$ cat config.mk
export PLATFORM = sky130hd
export DESIGN_NAME = regfile_wb_arbiter
export DESIGN_NICKNAME = d
export VERILOG_FILES = /design/src/rtl/regfile_wb_arbiter.sv
export SDC_FILE = /design/constraint.sdc
export NUM_CORES = 1
export LEC_CHECK = 0
export BUFFER_PORTS_ARGS = -buffer_cell sky130_fd_sc_hd__buf_2
export CORE_MARGIN = 2
export CORE_UTILIZATION = 40
export CTS_CLUSTER_DIAMETER = 120
export DETAILED_ROUTE_END_ITERATION = 12
export HOLD_SLACK_MARGIN = 0.02
export PLACE_DENSITY_LB_ADDON = 0.12
export SETUP_SLACK_MARGIN = 0.15
export SLEW_MARGIN = 10
export SYNTH_ARGS = -nofsm -noshare
export SYNTH_HDL_FRONTEND = slang
export SYNTH_SLANG_ARGS = --single-unit
$ cat constraint.sdc
create_clock -name clk -period 1.6 [get_ports clk]
set_clock_uncertainty 0.1 [all_clocks]
set_input_delay 0.16 -clock clk [delete_from_list [all_inputs] [get_ports clk]]
set_output_delay 0.16 -clock clk [all_outputs]
set_load 0.05 [all_outputs]
$ cat src/rtl/regfile_wb_arbiter.sv
// regfile_wb_arbiter: shares the register-file write port between two writeback sources,
// fixed priority to A with a starvation guard that forces a grant to B.
module regfile_wb_arbiter #(
    parameter int STARVE_LIMIT = 4,
    parameter int CNT_W        = 4
) (
    input  logic             clk,
    input  logic             rstn,
    input  logic             a_valid,
    output logic             a_ready,
    input  logic [4:0]       a_rd,
    input  logic [31:0]      a_data,
    input  logic             b_valid,
    output logic             b_ready,
    input  logic [4:0]       b_rd,
    input  logic [31:0]      b_data,
    output logic             RegWrite,
    output logic [4:0]       RD,
    output logic [31:0]      WriteData,
    output logic [CNT_W-1:0] starve_cnt,
    output logic             force_b
);
    localparam logic [CNT_W-1:0] LIMIT = CNT_W'(STARVE_LIMIT);
    logic        gnt_a, gnt_b, xfer;
    logic [4:0]  win_rd;
    logic [31:0] win_data;
    always_comb begin
        force_b  = starve_cnt == LIMIT;
        gnt_b    = rstn && b_valid && (force_b || !a_valid);
        gnt_a    = rstn && a_valid && !gnt_b;
        xfer     = gnt_a || gnt_b;
        win_rd   = gnt_b ? b_rd : a_rd;
        win_data = gnt_b ? b_data : a_data;
    end
    assign a_ready = gnt_a;
    assign b_ready = gnt_b;
    // x0 requests are consumed and latched but never enable the write
    always_ff @(posedge clk or negedge rstn) begin
        if (!rstn) begin
            RegWrite   <= 1'b0;
            RD         <= '0;
            WriteData  <= '0;
            starve_cnt <= '0;
        end else begin
            RegWrite   <= xfer && win_rd != 5'd0;
            RD         <= xfer ? win_rd : RD;
            WriteData  <= xfer ? win_data : WriteData;
            starve_cnt <= (!b_valid || gnt_b) ? '0 : (force_b ? starve_cnt : starve_cnt + 1'b1);
        end
    end
endmodule

## Word level (Yosys, flattened, before mapping)

Index checks and enable logic that the tools add are counted.

- Shift operators: 0
- Div/mod/pow operators: 0
- Multipliers: 0
- Eq/ne operators: 2
- Reductions and logical operators: 12
- Multiplexer cells: 4
- Add/sub/neg operators: 1
- Order comparisons: 0
- Bitwise gates (word level): 0

Operators by type and width:

| cell | count |
|---|---|
| two-way mux 32 bit | 1 |
| two-way mux 4 bit | 2 |
| logical AND 1 bit | 5 |
| two-way mux 5 bit | 1 |
| nonzero test 5 bit | 1 |
| adder 4 x 1 -> 4 bit (second input constant) | 1 |
| equality test 4 x 3 -> 1 bit (second input constant) | 1 |
| logical NOT 1 bit | 3 |
| logical OR 1 bit | 3 |
| != test 2 x 1 -> 1 bit (second input constant) | 1 |

- Output and inout bits: 45
- Bits in writable memories: 0
- Memories kept: 0
- Input port bits: 78
- Logic and storage cells: 23
- Bits in registers: 42
- Latch bits: 0
- Memory bits (read-only): 0

## Logic depth before layout (Yosys ltp)

Gate-level depths: netlist of run 1.

- Depth after elaboration: 7
- Depth in mapped cells: 7
- Mapped depth without buffers: 6

## Worst setup path after synthesis of run 1

OpenSTA, ideal clock, no wires.

- Kind: register -> output
- Start point: register starve_cnt[0]
- End point: output port a_ready
- Path buffers: 1
- Arrival: 2.393 ns
- Path slack: -1.053 ns
- Cell stages (with the launch flop): 7
- Data required time: 1.340 ns
- Cell sequence: dfrtp_1 -> inv_1 -> ha_1 -> nand3b_4 -> buf_6 -> inv_1 -> a21oi_1

- Word-level cells in the longest chain between the ends: 5

Ends and longest elaborated chain:

| item | line | source |
|---|---|---|
| start: declaration | 20 | `output logic [CNT_W-1:0] starve_cnt,` |
| start signal: assignment | 48 | `starve_cnt <= (!b_valid \|\| gnt_b) ? '0 : (force_b ? starve_cnt : starve_cnt + 1'b1);` |
| equality test 4 x 3 -> 1 bit | 28 | `force_b = starve_cnt == LIMIT;` |
| named net force_b | 21 | `output logic force_b` |
| logical OR 1 bit | 29 | `gnt_b = rstn && b_valid && (force_b \|\| !a_valid);` |
| logical AND 1 bit | 29 |  |
| logical NOT 1 bit | 30 | `gnt_a = rstn && a_valid && !gnt_b;` |
| logical AND 1 bit | 30 |  |
| end: declaration | 10 | `output logic a_ready,` |

The timed path passes the listed nets, and every way through them passes these cells.

## Final worst setup path of run 1

- Start point: register starve_cnt[1]
- End point: register WriteData[13]

- Word-level cells in the longest chain between the ends: 6
- Elaborated cells between the ends (all ways): 7
- Classes of those cells: eq/ne (1); mux (1); reduce/logical (5)

Ends and longest elaborated chain:

| item | line | source |
|---|---|---|
| equality test 4 x 3 -> 1 bit (*) | 28 |  |
| logical OR 1 bit (*) | 29 |  |
| logical AND 1 bit (*) | 29 |  |
| logical NOT 1 bit | 30 |  |
| logical AND 1 bit | 30 |  |
| logical OR 1 bit | 31 | `xfer = gnt_a \|\| gnt_b;` |
| end signal: assignment | 47 | `WriteData <= xfer ? win_data : WriteData;` |
| end: declaration | 19 | `output logic [31:0] WriteData,` |

Every way passes the cells marked *; elsewhere a longest branch is shown, timed or not.
A chain may end at the register's enable or synchronous reset.

==> results of run 1 <==
worst min-delay path by stage:
stage / cells past startpoint / endpoint / startpoint
floorplan: 0 / RD[0] / rstn
CTS: 2 / RD[1] / b_rd[1]
global route: 2 / RD[4] / b_rd[4]
global placement: 1 / WriteData[31] / rstn
detailed placement: 1 / WriteData[31] / rstn
finish: 2 / RD[4] / b_rd[4]
area by class of cell:
class / instances / share of cell area
repair buffers: 186 / 0.3582
flip-flops and latches: 42 / 0.2952
multi-input cells: 103 / 0.2917
clock buffers: 8 / 0.02518
well taps: 70 / 0.02448
inverters: 4 / 0.005247
state kept, by name (all words and copies together), names as in the netlist:
signal      cells
WriteData      32
RD              5
starve_cnt      4
RegWrite        1
synthesized netlist by cell type (2+ instances only):
| cell | instances | area [µm²] |
|---|---|---|
| a211oi_1 | 2 | 15.01 |
| a221o_1 | 37 | 370.4 |
| mux2i_1 | 2 | 20.02 |
| buf_6 | 4 | 45.04 |
| nor2_1 | 3 | 11.26 |
| a21oi_1 | 2 | 10.01 |
| inv_1 | 3 | 11.26 |
| o2111a_1 | 37 | 416.7 |
| clkbuf_1 | 12 | 45.04 |
| nor3_1 | 4 | 20.02 |
| nand2_1 | 5 | 18.77 |
| ha_1 | 2 | 25.02 |
| dfrtp_1 | 42 | 1051 |
| buf_2 | 9 | 45.04 |
power groups by stage:
stage	sequential [µW]	combinational (µW)	clock (µW)
after global routing	1320	1490	775
after global placement	1320	1270	0
final	1300	1420	696
after floorplan	1840	358	0
after detailed placement	1310	1290	0
after CTS	1300	1390	707
routing by layer:
layer / routed length (µm) / global-route usage / up-vias
li1: - / - / 1083
met1: 3015 / 0.2937 / 1161
met2: 3790 / 0.4207 / 88
met3: 401 / 0.03563 / 4
met4: 40 / 0.05088 / 0
met5: 0 / 0 / -
repair_timing:
action | 4_1_cts | 5_1_grt
hold buffers | 34 | 0
resized for setup | 13 | 2
pin swaps | 1 | 0
setup endpoints to repair | 43 | 45
gates cloned | 0 | 1
endpoints found under the hold margin | 74 | 0
buffers inserted | 6 | 3
cells in the final DEF (no fill, tap or decap), drive strengths merged:
cell	count
o21a	1
xnor2	1
nand3	1
a21oi	3
dlygate4sd3	34
o2111a	37
nand2	5
inv	3
mux2	1
ha	2
nand3b	1
nor3	4
a221o	37
clkbuf	9
nor2	3
mux2i	2
a211oi	2
dfrtp	42
o21ai	1
clkinvlp	1
buf	151
nor2b	1
o32ai	1
through the flow:
stage	std cells	setup slack, ns	setup TNS (ns)	power (µW)	instance area [µm²]
global route	413	-0.2657	-9.295	3581	3577
CTS	409	-0.1893	-4.006	3396	3521
detailed placement	361	-0.06013	-1.677	2603	2997
floorplan	175	-0.4078	-5.896	2194	2236
finish	413	-0.1909	-6.383	3410	3577
global placement	361	-0.02688	-0.2409	2590	2997
kinds of logic after synthesis:
logic type                 after synthesis  synth area share
buffers and inverters                   30           0.07175
xor gates and xnor gates                 1          0.003987
adders and majority gates                2           0.01139
muxes                                    3           0.01424
and+or+nand+nor                         15           0.03702
AOI/OAI and AO/OA                       82            0.3833
DFF                                     42            0.4784
==> run metrics, run 1 <==
Seq cells post-synth=42; CTS buffer count=5; Startpoint Class=flop; path depth of the worst reg2reg path=7; sequential area share after synthesis=0.4784; leakage power=0.001714 µW; Die ar.=0.006102 mm²; VDD IR max=0.0005651 V; Comb pwr share=0.415; Tmin final=1.791 ns; reg2reg start=starve_cnt[1]; clock network fraction of total power=0.204; # DRC=0; hold_ws=0.02753 ns; Total GRT Usage=0.2327; global route overflow=0; Critical Path RT=1.67 ns; Setup Viol. Count Final=42; pin count of the biggest net entering global routing=30; Layout area overhead=62.81%; via count=2336; failing checks=negative setup slack; CP Capture Point=WriteData[13]; crit-path max FO=11; flop2flop setup slack=-0.19 ns; Die Span X=78.12 µm; first-pass GRT wire length=11470 µm; initial antenna violation count=0; DR WL/cell=17.55 µm; Final nets=422; post-layout util=0.6873; Filler cells=409; RSZ-0062 raised after global routing=true; Synth cell types=25; share of cells above drive strength 1=0.5073; Final ANT Viol Nets=0; worst-skew pair later-pin latency=0.28 ns; Max transition margin=0.7328; max cap viols=0; synthesized area=0.002197 mm²; Internal=2067 µW; yosys warns=0; status=finished with violations; total wire length=7247 µm; number of enable flip-flop cells after synthesis=0; starting density of the core=0.4221; fraction of registers with async set/reset=1.000; num ports=123; Root Driver=clkbuf_8; crit path DAT=1.86 ns; Sw Share=0.3940; I/O Buffers=122; Worst Tran Pin Value=0.3994 ns; PwrDens=953.3 mW/mm²; Final period util=1.119; Post-Syn Instances=175; critical path depth in cells=7; CTS tree=done; worst hold path class=input pin to flop; vias per std cell=5.656; DRT iter0 DRCs=106; Die Y=78.12 µm; setup slack after layout=-0.1909 ns; vias in the first global route=2386; DR pass1 iterations=6; final hold violations=0; CTS max path bufs=2; row count=26; crit path kind=flop to flop; CP max stage delay=0.41 ns; crit path from=starve_cnt[1]; Worst-path clk slew=0.08 ns; sequential share of power=0.381; cell breakdown of the critical path=inv_2, ha_4, nand3b_4, buf_4, clkbuf_16, o2111a_1, a221o_1; diode count=0; HPWL after DPL=4718 µm; H-tree Lvls=2; crit path max-delay cell type=dfrtp_2; R2R Path End=WriteData[13]; CTS sink cnt=42; crit path capture type=flop; area of the multi-input gates=0.001044 mm²; Post-synth top flop=dfrtp_1; Bufs and invs on worst path=3; fin. max-slew vios=0; core area=0.005205 mm²; GP Congestion=0.7545; Synth Area per Inst=12.55 µm²; Max Clk Rate=558.4 MHz; Sw Pwr=1344 µW; syn_nets=255; CP top delay family=compound AO/OA/AOI/OAI gates; register area=0.001056 mm²
(Power assumes the default switching activity.)
==> run 2, diff against run 1 <==
--- a/config.mk
+++ b/config.mk
@@ -6,10 +6,13 @@
 export NUM_CORES = 1
 export LEC_CHECK = 0
 export BUFFER_PORTS_ARGS = -buffer_cell sky130_fd_sc_hd__buf_2
+export CELL_PAD_IN_SITES_DETAIL_PLACEMENT = 0
+export CELL_PAD_IN_SITES_GLOBAL_PLACEMENT = 1
 export CORE_MARGIN = 2
-export CORE_UTILIZATION = 40
+export CORE_UTILIZATION = 30
 export CTS_CLUSTER_DIAMETER = 120
 export DETAILED_ROUTE_END_ITERATION = 12
+export GPL_TIMING_DRIVEN = 0
 export HOLD_SLACK_MARGIN = 0.02
 export PLACE_DENSITY_LB_ADDON = 0.12
 export SETUP_SLACK_MARGIN = 0.15
==> run metrics, run 2 (synthesis gave the netlist of run 1 again) <==
initial antenna violation count=0 (unchanged); crit path capture type=primary output; via count=2363 (+1.2%); CTS tree=done; Worst-path clk slew=0.08 ns (about the same); diode count=0 (unchanged); CTS Hold Bufs=35 (+2.9%); DRT iter0 DRCs=101 (-4.7%); Worst Tran Pin Value=0.5374 ns (+0.1379 ns); I/O Buffers=121 (-0.82%); core area=0.007176 mm² (+38%); biggest regs=WriteData x32, RD x5, starve_cnt x4; VDD IR max=0.0004627 V (-18%); failing checks=negative hold slack, negative setup slack; Final ANT Viol Nets=0 (unchanged); Final period util=1.123 (+0.003531); Max transition margin=0.6418 (-0.09106); Layout area overhead=69.53%; hold_ws=-0.3137 ns (-0.3412 ns); Critical Path RT=1.34 ns (-0.33 ns); flop2flop setup slack=-0.18 ns (about the same); global route overflow=0 (unchanged); starting density of the core=0.3062 (-0.1159); Finished Cell Area=0.003725 mm² (+4.1%); crit path DAT=1.54 ns (-0.32 ns); pin count of the biggest net entering global routing=44 (+47%); Total GRT Usage=0.1933 (-0.03945); HPWL after DPL=5020 µm (+6.4%); status=finished with violations; first-pass GRT wire length=11850 µm (+3.3%); R2R Path End=WriteData[10]; path depth of the worst reg2reg path=7 (unchanged); worst hold path class=input pin to asynchronous set/reset pin; CTS sink cnt=42 (unchanged); vias per std cell=5.182 (-8.4%); Max Clk Rate=556.6 MHz (-0.31%); H-tree Lvls=2 (unchanged); fin. max-slew vios=0 (unchanged); final hold violations=42 (+42); DR pass1 iterations=7 (+1); Die Span X=89.58 µm (+15%); worst-skew pair later-pin latency=0.29 ns (about the same); reg2reg start=starve_cnt[0]; most common cell after layout, fill and taps aside=buf_2; vias in the first global route=2330 (-2.3%); crit path from=starve_cnt[0]; leakage power=0.001762 µW (+2.8%); most flop-heavy register=WriteData; share of cells above drive strength 1=0.4902 (-0.01709); max cap viols=0 (unchanged); most frequent cells in the layout=buf_2, dfrtp_1, o2111a_1, a221o_1, dlygate4sd3_1; Root Driver=clkbuf_8; DP Cell Count=395 (+9.4%); # DRC=0 (unchanged); setup slack after layout=-0.1966 ns (-0.005650 ns); DP Worst Slack=-0.9516 ns (-0.8915 ns); PwrDens=960.6 mW/mm² (+0.76%); num ports=123 (unchanged); max reg flops=32 (unchanged); Tmin final=1.797 ns (+0.005650 ns); CTS buffer count=5 (unchanged); GP Congestion=0.6994 (-7.3%); RSZ-0062 raised after global routing=true; Final nets=436 (+3.3%); crit path kind=flop to primary output; non-filler cells, final=456 (+10%); Die ar.=0.008025 mm² (+32%); Filler cells=680 (+66%); Die Y=89.58 µm (+15%); CTS max path bufs=2 (unchanged); Placed Instance Area=0.002965 mm² (-1.0%); crit-path max FO=4 (-7); Startpoint Class=flop; row count=31 (+19%); Setup Viol. Count Final=44 (+4.8%); DR WL/cell=16.93 µm (-3.5%); total wire length=7721 µm (+6.5%)
run 2: how the worst max path moves through the flow:
| stage | endpoint | depth (start not counted) |
|---|---|---|
| final | a_ready | 7 |
| after global routing | a_ready | 7 |
| after CTS | a_ready | 7 |
| after detailed placement | a_ready | 6 |
| after global placement | a_ready | 6 |
| after floorplan | a_ready | 6 |
run 2: metal layers:
metal	part of all wire	up-vias	track usage	routed length [µm]
met1	0.47	1151	0.2716	3657
met2	0.46	88	0.3075	3549
met4	0.015	0	0.04749	119
met3	0.051	10	0.03748	394
li1	-	1114	-	-
met5	0	-	0	0
run 2: cell type report:
class | count | area, µm² | share of cell area
clock inverters | 1 | 30.03 | 0.008062
repair buffers | 174 | 1214 | 0.3258
inverters | 4 | 18.77 | 0.005039
clock buffers | 7 | 76.32 | 0.02049
well taps | 99 | 123.9 | 0.03326
flip-flops and latches | 42 | 1056 | 0.2835
multi-input cells | 103 | 1033 | 0.2775
plain buffers | 26 | 172.7 | 0.04636
run 2: what timing repair did:
item / 4_1_cts / 5_1_grt
buffers inserted: 12 / 3
setup endpoints to repair: 45 / 45
resized for setup: 20 / 8
endpoints found under the hold margin: 77 / 42
pin swaps: 3 / 1
gates cloned: 0 / 3
run 2: where the power goes:
part,internal (µW),switching (µW)
registers,1210,83.0
logic,525,920
clock network,468,373
total,2200,1380
run 2: per-stage QoR:
stage	setup TNS, ns	utilization	hold WS, ns	total power, µW
final	-6.503	0.5191	-0.3137	3578
after CTS	-6.171	0.5013	-0.3110	3563
after floorplan	-5.896	-	-0.2356	2194
after global routing	-9.849	0.5191	-0.2933	3753
after detailed placement	-32.66	0.4133	0.2922	2574
after global placement	-32.33	0.4133	0.2936	2576
run 2: critical path, stage by stage (launching register included):
cell	delay (ns)
dfrtp_2	0.38
inv_2	0.05
ha_4	0.16
nand3b_4	0.12
buf_8	0.12
clkinvlp_4	0.10
a21oi_4	0.13
buf_6	0.17
==> run 3, diff against run 2 <==
--- a/config.mk
+++ b/config.mk
@@ -9,11 +9,10 @@
 export CELL_PAD_IN_SITES_DETAIL_PLACEMENT = 0
 export CELL_PAD_IN_SITES_GLOBAL_PLACEMENT = 1
 export CORE_MARGIN = 2
-export CORE_UTILIZATION = 30
+export CORE_UTILIZATION = 35
 export CTS_CLUSTER_DIAMETER = 120
 export DETAILED_ROUTE_END_ITERATION = 12
 export GPL_TIMING_DRIVEN = 0
-export HOLD_SLACK_MARGIN = 0.02
 export PLACE_DENSITY_LB_ADDON = 0.12
 export SETUP_SLACK_MARGIN = 0.15
 export SLEW_MARGIN = 10
==> constraint.sdc (replaced) <==
create_clock -name clk -period 2.1 [get_ports clk]
set_clock_uncertainty 0.1 [all_clocks]
set_input_delay 0.21 -clock clk [delete_from_list [all_inputs] [get_ports clk]]
set_output_delay 0.21 -clock clk [all_outputs]
set_load 0.05 [all_outputs]
==> run metrics, run 3 (synthesis gave the netlist of run 1 again) <==
Internal=1604 µW (-27%); Sw Pwr=1012 µW (-26%); Final period util=0.9126; Critical Path RT=1.79 ns (+0.45 ns); DP Cell Count=371 (-6.1%); CTS sink cnt=42 (unchanged); most flop-heavy register=WriteData; Die ar.=0.006927 mm² (-14%); clock network fraction of total power=0.239 (+0.004); I/O Buffers=121 (unchanged); HPWL after DPL=4793 µm (-4.5%); vias per std cell=5.513 (+6.4%); worst hold path class=input pin to flop; setup tns final=0 ns (+6.503 ns); status=finished clean; Total GRT Usage=0.1977 (+0.004471); Placed Instance Area=0.002928 mm² (-1.3%); grt met3 use=0.05268 (+0.01521); Finished Cell Area=0.003213 mm² (-14%); biggest regs=WriteData x32, RD x5, starve_cnt x4; flop2flop setup slack=0.27 ns (+0.45 ns); worst hold path cell count=2; vias in the first global route=2257 (-3.1%); CTS max path bufs=2 (unchanged); final hold violations=0 (-100%); Die Y=83.23 µm (-7.1%); register area=0.001055 mm² (-0.12%); via count=2172 (-8.1%); H-tree Lvls=2 (unchanged); GP Congestion=0.7457 (+6.6%); post-layout util=0.5363 (+0.01725); Comb pwr share=0.383 (-0.021); first-pass GRT wire length=11240 µm (-5.1%); max cap viols=0 (unchanged); diode count=0 (unchanged); most common cell after layout, fill and taps aside=buf_2; gr busiest metal=met2; global route overflow=0 (unchanged); pin count of the biggest net entering global routing=43 (-2.3%); initial antenna violation count=0 (unchanged); DRT iter0 DRCs=46 (-54%); Tmin final=1.916 ns; hold_ws=0.04711 ns (+0.3608 ns); Final ANT Viol Nets=0 (unchanged); crit-path max FO=5 (+1); Final nets=398 (-8.7%); PwrDens=814.1 mW/mm² (-15%); Worst Tran Pin Value=0.5166 ns (-0.02073 ns); row count=28 (-9.7%); Sw Share=0.3869 (+0.002158); leakage power=0.001559 µW (-12%); total wire length=6920 µm (-10%); num ports=123 (unchanged); worst-skew pair later-pin latency=0.29 ns (about the same); Filler cells=565 (-17%); RSZ-0062 raised after global routing=true; crit path capture type=primary output; DR pass1 iterations=4 (-3); Die Span X=83.23 µm (-7.1%); fin. max-slew vios=0 (unchanged); CTS tree=done; Root Driver=clkbuf_8; area of the multi-input gates=0.001020 mm² (-1.3%); Max transition margin=0.6556 (+0.01382); VDD IR max=0.0003692 V (-20%); core area=0.005991 mm² (-17%); DR WL/cell=17.56 µm (+3.7%); Setup Viol. Count Final=0 (-100%); crit path DAT=1.61 ns (+0.07 ns); most frequent cells in the layout=buf_2, dfrtp_1, o2111a_1, a221o_1, buf_4; Worst-path clk slew=0.08 ns (about the same); share of cells above drive strength 1=0.5235 (+0.03331); non-filler cells, final=394 (-14%); starting density of the core=0.3668 (+0.06056); Layout area overhead=46.24%; GRT met1 Usage=0.2669 (-0.004716); max reg flops=32 (unchanged); sequential share of power=0.378 (+0.017); Max Clk Rate=521.8 MHz; path depth of the worst reg2reg path=7 (unchanged); GR met2 Demand/Resource=0.3204 (+0.01289); crit path kind=flop to primary output; CTS buffer count=5 (unchanged); # DRC=0 (unchanged); Startpoint Class=flop
-- run 3: cell types whose count changed in the layout (fill, tap and decap cells not counted), moves of 2 or more --
cell / before / now
dlygate4sd3_1: 35 / 1
buf_4: 8 / 15
buf_8: 7 / 2
clkbuf_16: 3 / 0
buf_6: 8 / 6
-- run 3: layout make-up --
class,instances,share of cell area
plain buffers,26,0.04790
clock inverters,1,0.009346
clock buffers,7,0.02375
repair buffers,136,0.2383
well taps,75,0.02921
multi-input cells,103,0.3174
inverters,4,0.005841
flip-flops and latches,42,0.3283
-- run 3: through the flow --
step           total power [µW]  setup slack, ns
5_1_grt                    2742           0.1049
3_3_place_gp               1952          -0.5366
2_1_floorplan              1669          0.03779
3_5_place_dp               1957          -0.5452
4_1_cts                    2622           0.1579
6_report                   2616           0.1836
-- run 3: per-layer routing --
layer / part of all wire / routed length (µm)
met1: 0.46 / 3166
met2: 0.46 / 3200
met3: 0.072 / 501
met4: 0.0074 / 51
met5: 0 / 0
-- run 3: timing repair --
item | in CTS | in global routing
cloned | 0 | 0
setup endpoints to repair | 40 | 2
hold endpoints to repair | 42 | 0
buffers inserted | 2 | 11
hold buffers | 2 | 0
pin swaps | 1 | 2
gates resized for setup | 12 | 1
-- run 3: worst paths after layout --
path / end / startpoint
min in group asynchronous: WriteData[4] / rstn
max in group asynchronous: starve_cnt[0] / rstn
worst min register to register: WriteData[29] / WriteData[29]
worst max-delay path: a_ready / starve_cnt[0]
worst max register to register: WriteData[28] / starve_cnt[0]
worst min-delay path: WriteData[3] / b_data[3]
-- run 3: worst max-delay path, stage by stage, from the launching register on --
cell,delay (ns)
dfrtp_2,0.41
inv_2,0.07
ha_4,0.16
nand3b_4,0.11
buf_8,0.13
clkinvlp_4,0.11
a21oi_4,0.15
buf_6,0.17
-- run 3: power by group through the flow --
stage                     clock, µW  combinational (µW)  sequential, µW
after detailed placement          0                 956            1000
after global routing            678                1060            1000
after global placement            0                 949            1000
after CTS                       652                 980             989
final                           626                1000             988
after floorplan                   0                 271            1400
